<file path="src/rtl/dyt_writeback_arbiter_if.sv">
// rtl/dyt_writeback_arbiter_if.sv - writeback arbiter bus: ALU/load results, issue, decode probes, regfile write port
interface dyt_writeback_arbiter_if #(
  parameter int AW = 4,
  parameter int DW = 32
);
  logic          alu_valid;
  logic [AW-1:0] alu_rd;
  logic [DW-1:0] alu_data;
  logic          ld_valid;
  logic          ld_ready;
  logic [AW-1:0] ld_rd;
  logic [DW-1:0] ld_data;
  logic          iss_valid;
  logic [AW-1:0] iss_rd;
  logic          iss_busy;
  logic [AW-1:0] rs1_addr;
  logic [AW-1:0] rs2_addr;
  logic          rs1_busy;
  logic          rs2_busy;
  logic          w_en;
  logic [AW-1:0] w_addr;
  logic [DW-1:0] w_data;
  logic [3:0]    ld_count;
  logic          err;

  // Arbiter side
  modport slave (
    input  alu_valid, alu_rd, alu_data,
    input  ld_valid, ld_rd, ld_data,
    input  iss_valid, iss_rd, rs1_addr, rs2_addr,
    output ld_ready, iss_busy, rs1_busy, rs2_busy,
    output w_en, w_addr, w_data, ld_count, err
  );

  // Pipeline / environment side
  modport master (
    output alu_valid, alu_rd, alu_data,
    output ld_valid, ld_rd, ld_data,
    output iss_valid, iss_rd, rs1_addr, rs2_addr,
    input  ld_ready, iss_busy, rs1_busy, rs2_busy,
    input  w_en, w_addr, w_data, ld_count, err
  );
endinterface

</file>
<file path="src/rtl/dyt_writeback_arbiter.sv">
// rtl/dyt_writeback_arbiter.sv - ALU/load writeback merge with load FIFO and pending-load scoreboard; DYT_WB_BYPASS_EN enables empty-FIFO load bypass
module dyt_writeback_arbiter #(
  parameter int LD_DEPTH = 2,
  parameter int AW       = 4,
  parameter int DW       = 32
) (
  input  logic                    clk,
  input  logic                    rst,
  dyt_writeback_arbiter_if.slave  bus
);
  localparam int NREG = 1 << AW;
  localparam int PW   = (LD_DEPTH > 1) ? $clog2(LD_DEPTH) : 1;
  localparam int CW   = $clog2(LD_DEPTH) + 1;

  logic [AW+DW-1:0] mem [LD_DEPTH];
  logic [PW-1:0]    wr_ptr, rd_ptr;
  logic [CW-1:0]    count;
  logic             full, empty;
  logic             push, push_fifo, pop, bypass;

  logic             sel_valid, sel_ld;
  logic [AW-1:0]    sel_rd;
  logic [DW-1:0]    sel_data;

  logic             w_en_q, w_src_ld;
  logic [AW-1:0]    w_addr_q;
  logic [DW-1:0]    w_data_q;

  logic [NREG-1:0]  pend, pend_set, pend_clr;
  logic             err_q, err_hit;

  assign full  = (count == CW'(LD_DEPTH));
  assign empty = (count == '0);

  always_comb begin
    push = bus.ld_valid & ~full;
`ifdef DYT_WB_BYPASS_EN
    bypass = push & empty & ~bus.alu_valid;
`else
    bypass = 1'b0;
`endif
    push_fifo = push & ~bypass;
    pop       = ~bus.alu_valid & ~empty;

    // ALU never stalls, so it always wins; the FIFO head waits
    sel_valid = 1'b0;
    sel_ld    = 1'b0;
    sel_rd    = '0;
    sel_data  = '0;
    if (bus.alu_valid) begin
      sel_valid = 1'b1;
      sel_rd    = bus.alu_rd;
      sel_data  = bus.alu_data;
    end else if (!empty) begin
      sel_valid = 1'b1;
      sel_ld    = 1'b1;
      {sel_rd, sel_data} = mem[rd_ptr];
    end else if (bypass) begin
      sel_valid = 1'b1;
      sel_ld    = 1'b1;
      sel_rd    = bus.ld_rd;
      sel_data  = bus.ld_data;
    end
  end

  always_ff @(posedge clk) begin
    if (push_fifo) mem[wr_ptr] <= {bus.ld_rd, bus.ld_data};
  end

  always_ff @(posedge clk or posedge rst) begin
    if (rst) begin
      wr_ptr <= '0;
      rd_ptr <= '0;
      count  <= '0;
    end else begin
      if (push_fifo) wr_ptr <= wr_ptr + PW'(1);
      if (pop)       rd_ptr <= rd_ptr + PW'(1);
      case ({push_fifo, pop})
        2'b10:   count <= count + CW'(1);
        2'b01:   count <= count - CW'(1);
        default: count <= count;
      endcase
    end
  end

  // Destination x0 consumes the source but never writes
  always_ff @(posedge clk or posedge rst) begin
    if (rst) begin
      w_en_q   <= 1'b0;
      w_src_ld <= 1'b0;
      w_addr_q <= '0;
      w_data_q <= '0;
    end else begin
      w_en_q   <= sel_valid & (sel_rd != '0);
      w_src_ld <= sel_ld;
      if (sel_valid && sel_rd != '0) begin
        w_addr_q <= sel_rd;
        w_data_q <= sel_data;
      end
    end
  end

  always_comb begin
    pend_set = '0;
    pend_clr = '0;
    if (bus.iss_valid)       pend_set[bus.iss_rd] = 1'b1;
    if (w_en_q && w_src_ld)  pend_clr[w_addr_q]   = 1'b1;
    pend_set[0] = 1'b0;
  end

  // A fresh issue overrides a same-edge writeback clear
  always_ff @(posedge clk or posedge rst) begin
    if (rst) pend <= '0;
    else     pend <= (pend & ~pend_clr) | pend_set;
  end

  assign err_hit = (bus.iss_valid & pend[bus.iss_rd])
                 | (w_en_q &  w_src_ld & ~pend[w_addr_q])
                 | (w_en_q & ~w_src_ld &  pend[w_addr_q]);

  always_ff @(posedge clk or posedge rst) begin
    if (rst)          err_q <= 1'b0;
    else if (err_hit) err_q <= 1'b1;
  end

  assign bus.ld_ready = ~full;
  assign bus.ld_count = 4'(count);
  assign bus.iss_busy = pend[bus.iss_rd];
  assign bus.rs1_busy = pend[bus.rs1_addr];
  assign bus.rs2_busy = pend[bus.rs2_addr];
  assign bus.w_en     = w_en_q;
  assign bus.w_addr   = w_addr_q;
  assign bus.w_data   = w_data_q;
  assign bus.err      = err_q;
endmodule

</file>
<file path="src/flat_wrapper.sv">
// flat-port wrapper written by rule: the top's interface ports become plain ports
module dyt_writeback_arbiter_flat 
#(
  parameter int LD_DEPTH = 2,
  parameter int AW       = 4,
  parameter int DW       = 32
)
  (clk, rst, bus_alu_valid, bus_alu_rd, bus_alu_data, bus_ld_valid, bus_ld_rd, bus_ld_data, bus_iss_valid, bus_iss_rd, bus_rs1_addr, bus_rs2_addr, bus_ld_ready, bus_iss_busy, bus_rs1_busy, bus_rs2_busy, bus_w_en, bus_w_addr, bus_w_data, bus_ld_count, bus_err);
  dyt_writeback_arbiter_if #(.AW(AW), .DW(DW)) bus_i ();
  input  logic clk;
  input  logic rst;
  input wire logic [$bits(bus_i.alu_valid)-1:0] bus_alu_valid;
  input wire logic [$bits(bus_i.alu_rd)-1:0] bus_alu_rd;
  input wire logic [$bits(bus_i.alu_data)-1:0] bus_alu_data;
  input wire logic [$bits(bus_i.ld_valid)-1:0] bus_ld_valid;
  input wire logic [$bits(bus_i.ld_rd)-1:0] bus_ld_rd;
  input wire logic [$bits(bus_i.ld_data)-1:0] bus_ld_data;
  input wire logic [$bits(bus_i.iss_valid)-1:0] bus_iss_valid;
  input wire logic [$bits(bus_i.iss_rd)-1:0] bus_iss_rd;
  input wire logic [$bits(bus_i.rs1_addr)-1:0] bus_rs1_addr;
  input wire logic [$bits(bus_i.rs2_addr)-1:0] bus_rs2_addr;
  output wire logic [$bits(bus_i.ld_ready)-1:0] bus_ld_ready;
  output wire logic [$bits(bus_i.iss_busy)-1:0] bus_iss_busy;
  output wire logic [$bits(bus_i.rs1_busy)-1:0] bus_rs1_busy;
  output wire logic [$bits(bus_i.rs2_busy)-1:0] bus_rs2_busy;
  output wire logic [$bits(bus_i.w_en)-1:0] bus_w_en;
  output wire logic [$bits(bus_i.w_addr)-1:0] bus_w_addr;
  output wire logic [$bits(bus_i.w_data)-1:0] bus_w_data;
  output wire logic [$bits(bus_i.ld_count)-1:0] bus_ld_count;
  output wire logic [$bits(bus_i.err)-1:0] bus_err;
  assign bus_i.alu_valid = bus_alu_valid;
  assign bus_i.alu_rd = bus_alu_rd;
  assign bus_i.alu_data = bus_alu_data;
  assign bus_i.ld_valid = bus_ld_valid;
  assign bus_i.ld_rd = bus_ld_rd;
  assign bus_i.ld_data = bus_ld_data;
  assign bus_i.iss_valid = bus_iss_valid;
  assign bus_i.iss_rd = bus_iss_rd;
  assign bus_i.rs1_addr = bus_rs1_addr;
  assign bus_i.rs2_addr = bus_rs2_addr;
  assign bus_ld_ready = bus_i.ld_ready;
  assign bus_iss_busy = bus_i.iss_busy;
  assign bus_rs1_busy = bus_i.rs1_busy;
  assign bus_rs2_busy = bus_i.rs2_busy;
  assign bus_w_en = bus_i.w_en;
  assign bus_w_addr = bus_i.w_addr;
  assign bus_w_data = bus_i.w_data;
  assign bus_ld_count = bus_i.ld_count;
  assign bus_err = bus_i.err;
  dyt_writeback_arbiter #(.LD_DEPTH(LD_DEPTH), .AW(AW), .DW(DW)) u_core (.clk(clk), .rst(rst), .bus(bus_i));
endmodule
</file>
<file path="config.mk">
export PLATFORM = sky130hd
export DESIGN_NAME = dyt_writeback_arbiter_flat
export DESIGN_NICKNAME = d
export VERILOG_FILES = /design/src/rtl/dyt_writeback_arbiter_if.sv /design/src/rtl/dyt_writeback_arbiter.sv /design/src/flat_wrapper.sv
export SDC_FILE = /design/constraint.sdc
export NUM_CORES = 1
export LEC_CHECK = 0
export ABC_AREA = 1
export ABC_CLOCK_PERIOD_IN_PS = 2900
export BUFFER_PORTS_ARGS = -buffer_cell sky130_fd_sc_hd__buf_2
export CORE_MARGIN = 2
export CORE_UTILIZATION = 54
export CTS_CLUSTER_SIZE = 25
export DETAILED_ROUTE_END_ITERATION = 8
export PLACE_DENSITY_LB_ADDON = 0.12
export RECOVER_POWER = 50
export SETUP_SLACK_MARGIN = 0.15
export SLEW_MARGIN = 20
export SYNTH_ARGS = -nofsm -noshare
export SYNTH_HDL_FRONTEND = slang
export SYNTH_SLANG_ARGS = --single-unit
</file>
<file path="constraint.sdc">
create_clock -name clk -period 2.9 [get_ports clk]
set_input_delay 0.435 -clock clk [delete_from_list [all_inputs] [get_ports clk]]
set_output_delay 0.435 -clock clk [all_outputs]
set_load 0.1 [all_outputs]
</file>
After elaboration in Yosys (flattened, before gate mapping)
Memories as Yosys holds them, arrays and structs flattened.
Cells that the tools add are included.
W data, S select, Z words.

cells by class
  reduce and logical (&&, ||, !) cells = 7
  equality and inequality tests = 3
  bitwise gates (word level) = 18
  add/sub/neg operators = 4
  magnitude comparators = 6
  multiplexer cells = 24

operators with widths
  cell                   count
  $mux W32               2
  $mux W16               2
  $lt A4 B5 Y1 const B   4
  $and A16 B16 Y16       1
  $bmux W1 S4            4
  $not A16 Y16           1
  $or A16 B16 Y16        1
  $mux W1                11
  $and A1 B1 Y1          8
  $demux W1 S4           2
  $ge A4 B1 Y1 const B   2
  $mux W4                2
  $not A1 Y1             5
  $eq A2 B2 Y1 const B   2
  $logic_and A1 B1 Y1    4
  $pmux W2 S2            1
  $reduce_bool A4 Y1     1
  $add A1 B1 Y1 const B  2
  $add A2 B1 Y2 const B  1
  $eq A2 B1 Y1 const B   1
  $logic_not A2 Y1       1
  $or A1 B1 Y1           2
  $reduce_bool A2 Y1     1
  $sub A2 B1 Y2 const B  1

storage, ports and cells
  memories kept = 1
  RAM bits = 72
  register bits after elaboration = 59
  output and inout port bits = 46
  logic and storage cells = 72

memory list
  memory      depth  bits a word  rd ports  clocked after memory_dff  wr ports  RTL line                     RTL
  u_core.mem  2      36           1         0                         1         dyt_writeback_arbiter.sv:15  logic [AW+DW-1:0] mem [LD_DEPTH];

Longest topological paths before layout
Gate-level depths: netlist of the first run.

  depth after elaboration = 8
  gate-level depth with buffers = 11
  depth with buffers taken out = 11

Least setup slack after synthesis of the first run
No wires, ideal clock.

  path kind = register to register
  from = reg u_core.count[0]
  to = mem u_core.mem[1][0] (netlist name) (enable)
  data required time = 2.469 ns
  stages on the path, launching flop included = 5
  path slack = -1.078 ns
  setup time = 0.431 ns
  arrival time = 3.547 ns
  cell sequence = dfrtp_1 > inv_2 > nand2_1 > nand2_1 > nor2_1

between the ends
  longest elaborated chain between the ends = 5

ends and longest elaborated chain
  what                           RTL line                     RTL
  start, declared                dyt_writeback_arbiter.sv:17  logic [CW-1:0] count;
  start signal, assigned         dyt_writeback_arbiter.sv:79  2'b10: count <= count + CW'(1);
  start signal, assigned         dyt_writeback_arbiter.sv:80  2'b01: count <= count - CW'(1);
  start signal, assigned         dyt_writeback_arbiter.sv:81  default: count <= count;
  $eq A2 B2 Y1                   dyt_writeback_arbiter.sv:32  assign full = (count == CW'(LD_DEPTH));
  $not A1 Y1                     n/a
  named net bus_ld_ready         flat_wrapper.sv:22           output wire logic [$bits(bus_i.ld_ready)-1:0] bus_ld_ready;
  $and A1 B1 Y1                  dyt_writeback_arbiter.sv:36  push = bus.ld_valid & ~full;
  $mux W1                        dyt_writeback_arbiter.sv:67  if (push_fifo) mem[wr_ptr] <= {bus.ld_rd, bus.ld_data};
  $mux W1 (implied by the code)  dyt_writeback_arbiter.sv:67
  end, declared                  dyt_writeback_arbiter.sv:15

The timed path passes the listed nets, and every way through them passes these cells.

Worst setup path in the final report of the first run
  from = reg u_core.pend[1]
  to = out bus_rs1_busy

between the ends
  longest elaborated chain between the ends = 2

ends and longest elaborated chain
  what                           RTL line                      RTL
  start, declared                dyt_writeback_arbiter.sv:29   logic [NREG-1:0] pend, pend_set, pend_clr;
  start signal, assigned         dyt_writeback_arbiter.sv:114  else pend <= (pend & ~pend_clr) | pend_set;
  $bmux W1 S4                    dyt_writeback_arbiter.sv:129  assign bus.rs1_busy = pend[bus.rs1_addr];
  $mux W1 (implied by the code)  dyt_writeback_arbiter.sv:129
  end, declared                  flat_wrapper.sv:24            output wire logic [$bits(bus_i.rs1_busy)-1:0] bus_rs1_busy;

Every way passes these cells. The select of a mux whose other input is x is not followed.

==> results.yml, run 1 <==
critical_path:
  cp_slowest_cell: "buf_2"
  startpoint_type: "register"
  crit_path_max_fanout: 4
  cp_data_arrival_time_ns: 2.00
  crit_type: "reg -> out"
  end_kind: "output port"
  crit_required_ns: 2.47
  rr_startpoint: "u_core.rd_ptr"
  critPathLaunch: "u_core.pend[1]"
  max_stage_delay_ns: 0.45
  crit_chain: "inv_1 > a21oi_1 > o21ai_0 > nand2_1 > nor2_1 > o31ai_4 > buf_2"
die:
  core_mm2: 0.0109
  dieHeight_um: 110
  fp-row-count: 38
  dieArea_mm2: 0.0120
  io_pins: 135
  die_width_um: 110
  start_util: 0.554
detailed_routing:
  num_vias: 4833
  remaining_drc_errors: 0
  dr.pass1.iters: 5
  wire_per_inst_um: 14.6
  via_per_inst: 5.17
  antenna_left: 0
  wl_mm: 13.6
  drtIter0Drc: 301
power_and_ir_drop:
  cellPowerDensity_mw_per_mm2: 1230
  p_leak_nw: 3.43
  ir_drop_mv: 0.730
place:
  dp_cells: 900
  dpl.hpwl_mm: 9.22
  gp_congestion: 0.887
  io_buffers: 132
grt:
  grtUsageTotal: 0.238
  grt_use_met3: 0.0664
  use_met1: 0.301
  grt_overflow: 0
  grt_first_pass_wirelength_mm: 21.5
  antenna_found_initial: 2
  use_met2: 0.381
  grt_max_degree: 59
  busiest_layer: "met2"
  grt_pass1_vias: 4658
cts:
  cts_tree: "done"
  post-cts-setup-buffer-count: 0
  clk_pin_slew_ns: 0.06
  htree_levels: 4
  cts.sinks: 131
  clock_path_buffers: 2
  hold_buffers: 0
  worstSkewPairLatency_ns: 0.50
  root_buffer: "clkbuf_8"
  numCtsBuffers: 17
  ctsResizeCount: 0
finish:
  final_util: 0.675
  syn_to_final_growth_pct: 21.7
  final_common_cell: "nand2_1"
  layoutNonFillerInstCount: 934
  final_cell_mix: "nand2_1 (189), buf_2 (120), edfxtp_1 (72)"
  drive_gt1_frac: 0.220
  layout.nets: 869
  fillers: 860
synthesis:
  syn_area_mm2: 0.00604
  ys_types: 31
  yosysSeqAreaShare: 0.603
  ys_ff_latch: 131
  avgSynthCellArea_um2: 9.29
  synth_warnings: 0
  netlist_instances: 650
run_status:
  outcome: "finished clean"
worst_hold_path:
  worstHoldStart: "bus_ld_data[1]"
  hp-class: "in -> reg"
sta:
  hold_viol_final: 0
  fin_crit_ns: 2.44
  rsz0062_at_grt: "no"
  skew_ns: 0.00657
  setup_tns_ns: 0
  relSlewSlack: 0.251
  whs_ns: 0.121
  fmax_mhz: 411
  period_share: 0.840
  setup_violations: 0
  max_slew.worst_pin.slew_ns: 1.12
  slew_violations: 0
flow_run:
  max-cap-violations: 0
==> metal layers <==
layer  wire (um)  vias up
li1            -     2401
met1        5860     2233
met2        6410      170
met3         979       29
met4         379        0
met5           0        -
==> cells in the mapped netlist <==
master | number | area (um^2)
nand2_1 | 189 | 709
edfxtp_1 | 72 | 2160
nor2_1 | 70 | 263
o21ai_0 | 65 | 325
inv_1 | 64 | 240
dfrtp_1 | 59 | 1480
o31ai_1 | 28 | 210
clkbuf_1 | 16 | 60.1
o21ai_1 | 14 | 70.1
a21oi_1 | 12 | 60.1
o211ai_1 | 9 | 67.6
buf_2 | 7 | 35.0
o21ai_2 | 7 | 61.3
mux2i_1 | 6 | 60.1
buf_4 | 5 | 37.5
inv_2 | 4 | 15.0
buf_6 | 3 | 33.8
nand3_1 | 3 | 15.0
a21boi_0 | 2 | 15.0
clkinv_1 | 2 | 7.51
o21bai_2 | 2 | 22.5
xor2_1 | 2 | 17.5
a21boi_2 | 1 | 11.3
and2_0 | 1 | 6.26
and3_1 | 1 | 6.26
clkbuf_2 | 1 | 5.00
conb_1 | 1 | 3.75
ha_1 | 1 | 12.5
nand3_2 | 1 | 10.0
o221ai_1 | 1 | 8.76
xnor2_1 | 1 | 8.76
==> where the power goes <==
part           total (mW)  leakage (nW)  switching (mW)  internal [mW]
Sequential           3.05          1.36           0.438           2.61
Clock                1.97         0.271           0.741           1.23
Combinational        4.04          1.80            3.25          0.794
Total                9.06          3.43            4.43           4.63
==> critical path, delay by kind of cell (launching register included) <==
kind,cells,cell delay (ns)
buffers and inverters,2,0.53
AO/OA/AOI/OAI,3,0.40
AND/OR/NAND/NOR,2,0.14
flip-flops,1,0.44
==> logic make-up after synthesis <==
group / after synthesis / synth area share
adder cells (fa/ha/maj): 1 / 0.00207
XOR/XNOR: 3 / 0.00435
AO/OA/AOI/OAI: 141 / 0.141
buffers and inverters: 102 / 0.0719
flip-flops: 131 / 0.603
other: 1 / 0.000621
multiplexers: 6 / 0.00995
AND/OR/NAND/NOR: 265 / 0.167
==> path summary, 6_finish.rpt <==
path | slack (ns) | to | cells after the start
setup reg to reg | 0.66 | u_core.bus.w_data[13] | 8
min in group asynchronous | 0.22 | u_core.bus.w_data[6] | 2
hold reg to reg | 0.47 | u_core.bus.err | 2
setup / recovery | 0.46 | bus_rs1_busy | 7
hold / removal | 0.12 | u_core.mem[1][1] | 1
max in group asynchronous | 1.24 | u_core.bus.w_data[23] | 3
==> state kept, by name, indices dropped and copies added, names as in the netlist <==
| register | cells |
|---|---|
| u_core.bus.w_addr | 4 |
| u_core.bus.err | 1 |
| u_core.bus.w_data | 32 |
| u_core.wr_ptr | 1 |
| u_core.count | 2 |
| u_core.pend | 16 |
| u_core.w_src_ld | 1 |
| u_core.mem | 72 |
| u_core.bus.w_en | 1 |
| u_core.rd_ptr | 1 |
==> cell type report <==
type                    instances  area [um^2]  share of cell area
flip-flops and latches        131         3640               0.495
multi-input cells             418         2000               0.272
repair buffers                141          713              0.0971
clock buffers                  23          478              0.0650
inverters                      70          263              0.0358
well taps                     140          175              0.0238
clock inverters                 9         77.6              0.0106
diodes                          2         5.00            0.000681
==> metrics by stage <==
| stage | area [um^2] | total power, mW | setup slack [ns] |
|---|---|---|---|
| 2_1_floorplan | 6070 | 6.31 | 0.254 |
| 3_3_place_gp | 6820 | 7.06 | 0.620 |
| 3_5_place_dp | 6820 | 7.13 | 0.645 |
| 4_1_cts | 7370 | 9.10 | 0.454 |
| 5_1_grt | 7350 | 9.53 | 0.319 |
| 6_report | 7350 | 9.06 | 0.465 |
(Power assumes the default switching activity.)
==> inputs of run 2 (changes only) <==
--- a/config.mk
+++ b/config.mk
@@ -6,10 +6,10 @@
 export NUM_CORES = 1
 export LEC_CHECK = 0
 export ABC_AREA = 1
-export ABC_CLOCK_PERIOD_IN_PS = 2900
+export ABC_CLOCK_PERIOD_IN_PS = 2080
 export BUFFER_PORTS_ARGS = -buffer_cell sky130_fd_sc_hd__buf_2
 export CORE_MARGIN = 2
-export CORE_UTILIZATION = 54
+export CORE_UTILIZATION = 49
 export CTS_CLUSTER_SIZE = 25
 export DETAILED_ROUTE_END_ITERATION = 8
 export PLACE_DENSITY_LB_ADDON = 0.12
==> constraint.sdc (replaced) <==
create_clock -name clk -period 2.08 [get_ports clk]
set_input_delay 0.312 -clock clk [delete_from_list [all_inputs] [get_ports clk]]
set_output_delay 0.312 -clock clk [all_outputs]
set_load 0.1 [all_outputs]
==> run 2 against run 1 <==
Hold slack got worse by 0.028 ns. Via count barely moved. Critical path depth fell by 1. First-iteration DRC count rose by 37%. Largest cell class unchanged. Largest power group unchanged.
==> results.yml, run 2 (same netlist as run 1, synthesis figures left out) <==
critical_path:
  cp_num_buf_inv: 2
  rr_startpoint: "u_core.count[1]"
  r2r_setup_slack_ns: 0.16
  cpLargestDelayFamily: "compound AO/OA/AOI/OAI gates"
  startpoint_type: "register"
  cp_slowest_cell: "dfrtp_2"
  crit_path_end: "bus_rs1_busy"
  r2r-end: "u_core.mem[0][11]"
  crit_required_ns: 1.77
  cp_num_cells: 6
  crit_chain: "inv_1 > a21oi_1 > o21ai_0 > and3_1 > o31ai_4 > buf_12"
  cp_data_arrival_time_ns: 1.70
  critPathLaunch: "u_core.pend[5]"
  end_kind: "output port"
  crit_path_max_fanout: 4
  crit_type: "reg -> out"
  worst-r2r-cell-count: 4
  max_stage_delay_ns: 0.41
die:
  die_width_um: 115
  dieArea_mm2: 0.0132
  io_pins: 135
  dieHeight_um: 115
  start_util: 0.503
  core_mm2: 0.0120
  fp-row-count: 40
sta:
  fmax_mhz: 498
  skew_ns: 0.00878
  period_share: 0.966
  setup_tns_ns: 0
  rsz0062_at_grt: "yes"
  max_slew.worst_pin.slew_ns: 1.04
  fin_crit_ns: 2.01
  relSlewSlack: 0.308
  setup_violations: 0
  slew_violations: 0
  hold_viol_final: 0
worst_hold_path:
  hp-class: "in -> reg"
power_and_ir_drop:
  p_sw_mw: 6.27
  intPower_mw: 6.61
  p_leak_nw: 3.48
  combPwrFrac: 0.463
  ir_drop_mv: 0.935
  pwr-share-seq: 0.330
  p_sw_frac: 0.487
  clock_power_share: 0.207
  cellPowerDensity_mw_per_mm2: 1710
finish:
  layoutNonFillerInstCount: 952
  syn_to_final_growth_pct: 24.8
  drive_gt1_frac: 0.248
  fillers: 1000
  largest_reg_flops: 72
  final_util: 0.627
  final_common_cell: "nand2_1"
  final_cell_mix: "nand2_1 (186), buf_2 (112), edfxtp_1 (72)"
  layout.nets: 881
  regMostFlops: "u_core.mem"
  postLayoutCellArea_mm2: 0.00753
detailed_routing:
  dr.pass1.iters: 5
  via_per_inst: 5.08
  num_vias: 4835
  remaining_drc_errors: 0
  wire_per_inst_um: 14.8
  wl_mm: 14.1
  drtIter0Drc: 412
  antenna_left: 0
cts:
  cts_tree: "done"
  root_buffer: "clkbuf_16"
  htree_levels: 4
  clk_pin_slew_ns: 0.06
  clock_path_buffers: 2
  worstSkewPairLatency_ns: 0.40
  numCtsBuffers: 17
  cts.sinks: 131
grt:
  grt_overflow: 0
  grt_pass1_vias: 4630
  antenna_found_initial: 1
  grt_max_degree: 60
  grt_first_pass_wirelength_mm: 22.6
  grtUsageTotal: 0.225
flow_run:
  max-cap-violations: 0
place:
  dpl.hpwl_mm: 9.62
  gp_congestion: 0.911
  io_buffers: 132
  dp_cells: 909
  dpl_cell_area_mm2: 0.00694
run_status:
  outcome: "finished clean"
run 2: changes by cell type in the layout (fill, tap and decap cells not counted), sizes merged:
cell,before,now
clkbuf,38,40
clkinv,7,9
buf,126,132
clkinvlp,2,4
diode,2,1
dlygate4sd3,0,1
inv,69,68
run 2: how the worst min path moves through the flow:
stage | to | cells past startpoint | slack (ns) | startpoint
4_1_cts | u_core.mem[0][30] | 1 | 0.08 | bus_ld_data[30]
3_5_place_dp | u_core.bus.w_data[8] | 3 | 0.40 | rst
5_1_grt | u_core.mem[1][29] | 1 | 0.08 | bus_ld_data[29]
2_1_floorplan | u_core.mem[0][0] | 0 | 0.41 | bus_ld_data[0]
3_3_place_gp | u_core.bus.w_data[10] | 3 | 0.40 | rst
6_report | u_core.mem[1][28] | 1 | 0.09 | bus_ld_data[28]
run 2: stage by stage:
stage	worst slack, ns	hold slack, ns	total power, mW
6_report	0.0710	0.0932	12.9
3_3_place_gp	0.219	0.398	10.0
4_1_cts	0.0444	0.0761	13.0
5_1_grt	0.00326	0.0809	13.6
3_5_place_dp	0.122	0.402	10.1
2_1_floorplan	0.00747	0.411	8.88
run 2: cell type report:
class                           instances  area, um^2  area share
Multi-Input combinational cell        418        2030       0.270
Tap cell                              147         184      0.0244
Clock inverter                         12        91.3      0.0121
Clock buffer                           20         447      0.0593
Inverter                               70         269      0.0357
Antenna cell                            1        2.50    0.000332
Sequential cell                       131        3650       0.485
Timing Repair Buffer                  153         855       0.113
run 2: per-layer routing:
| layer | part of all wire | vias up | global-route usage | wire length (um) |
|---|---|---|---|---|
| li1 | - | 2427 | - | - |
| met1 | 0.43 | 2201 | 0.285 | 6030 |
| met2 | 0.49 | 186 | 0.377 | 6910 |
| met3 | 0.062 | 21 | 0.0522 | 866 |
| met4 | 0.019 | 0 | 0.0884 | 274 |
| met5 | 0 | - | 0 | 0 |
run 2: power groups by stage:
stage               combinational (mW)  sequential [mW]  clock [mW]
floorplan                         2.30             6.58           0
global placement                  5.79             4.26           0
detailed placement                5.86             4.27           0
CTS                               6.01             4.24        2.72
global route                      6.39             4.34        2.85
finish                            5.96             4.25        2.67
run 2: what timing repair did:
item / in CTS / in global routing
hold endpoints to repair: 59 / 0
pin swaps: 4 / 2
endpoints found under the setup margin: 3 / 26
buffers inserted: 7 / 2
gates resized for setup: 15 / 8
hold buffers: 1 / 0
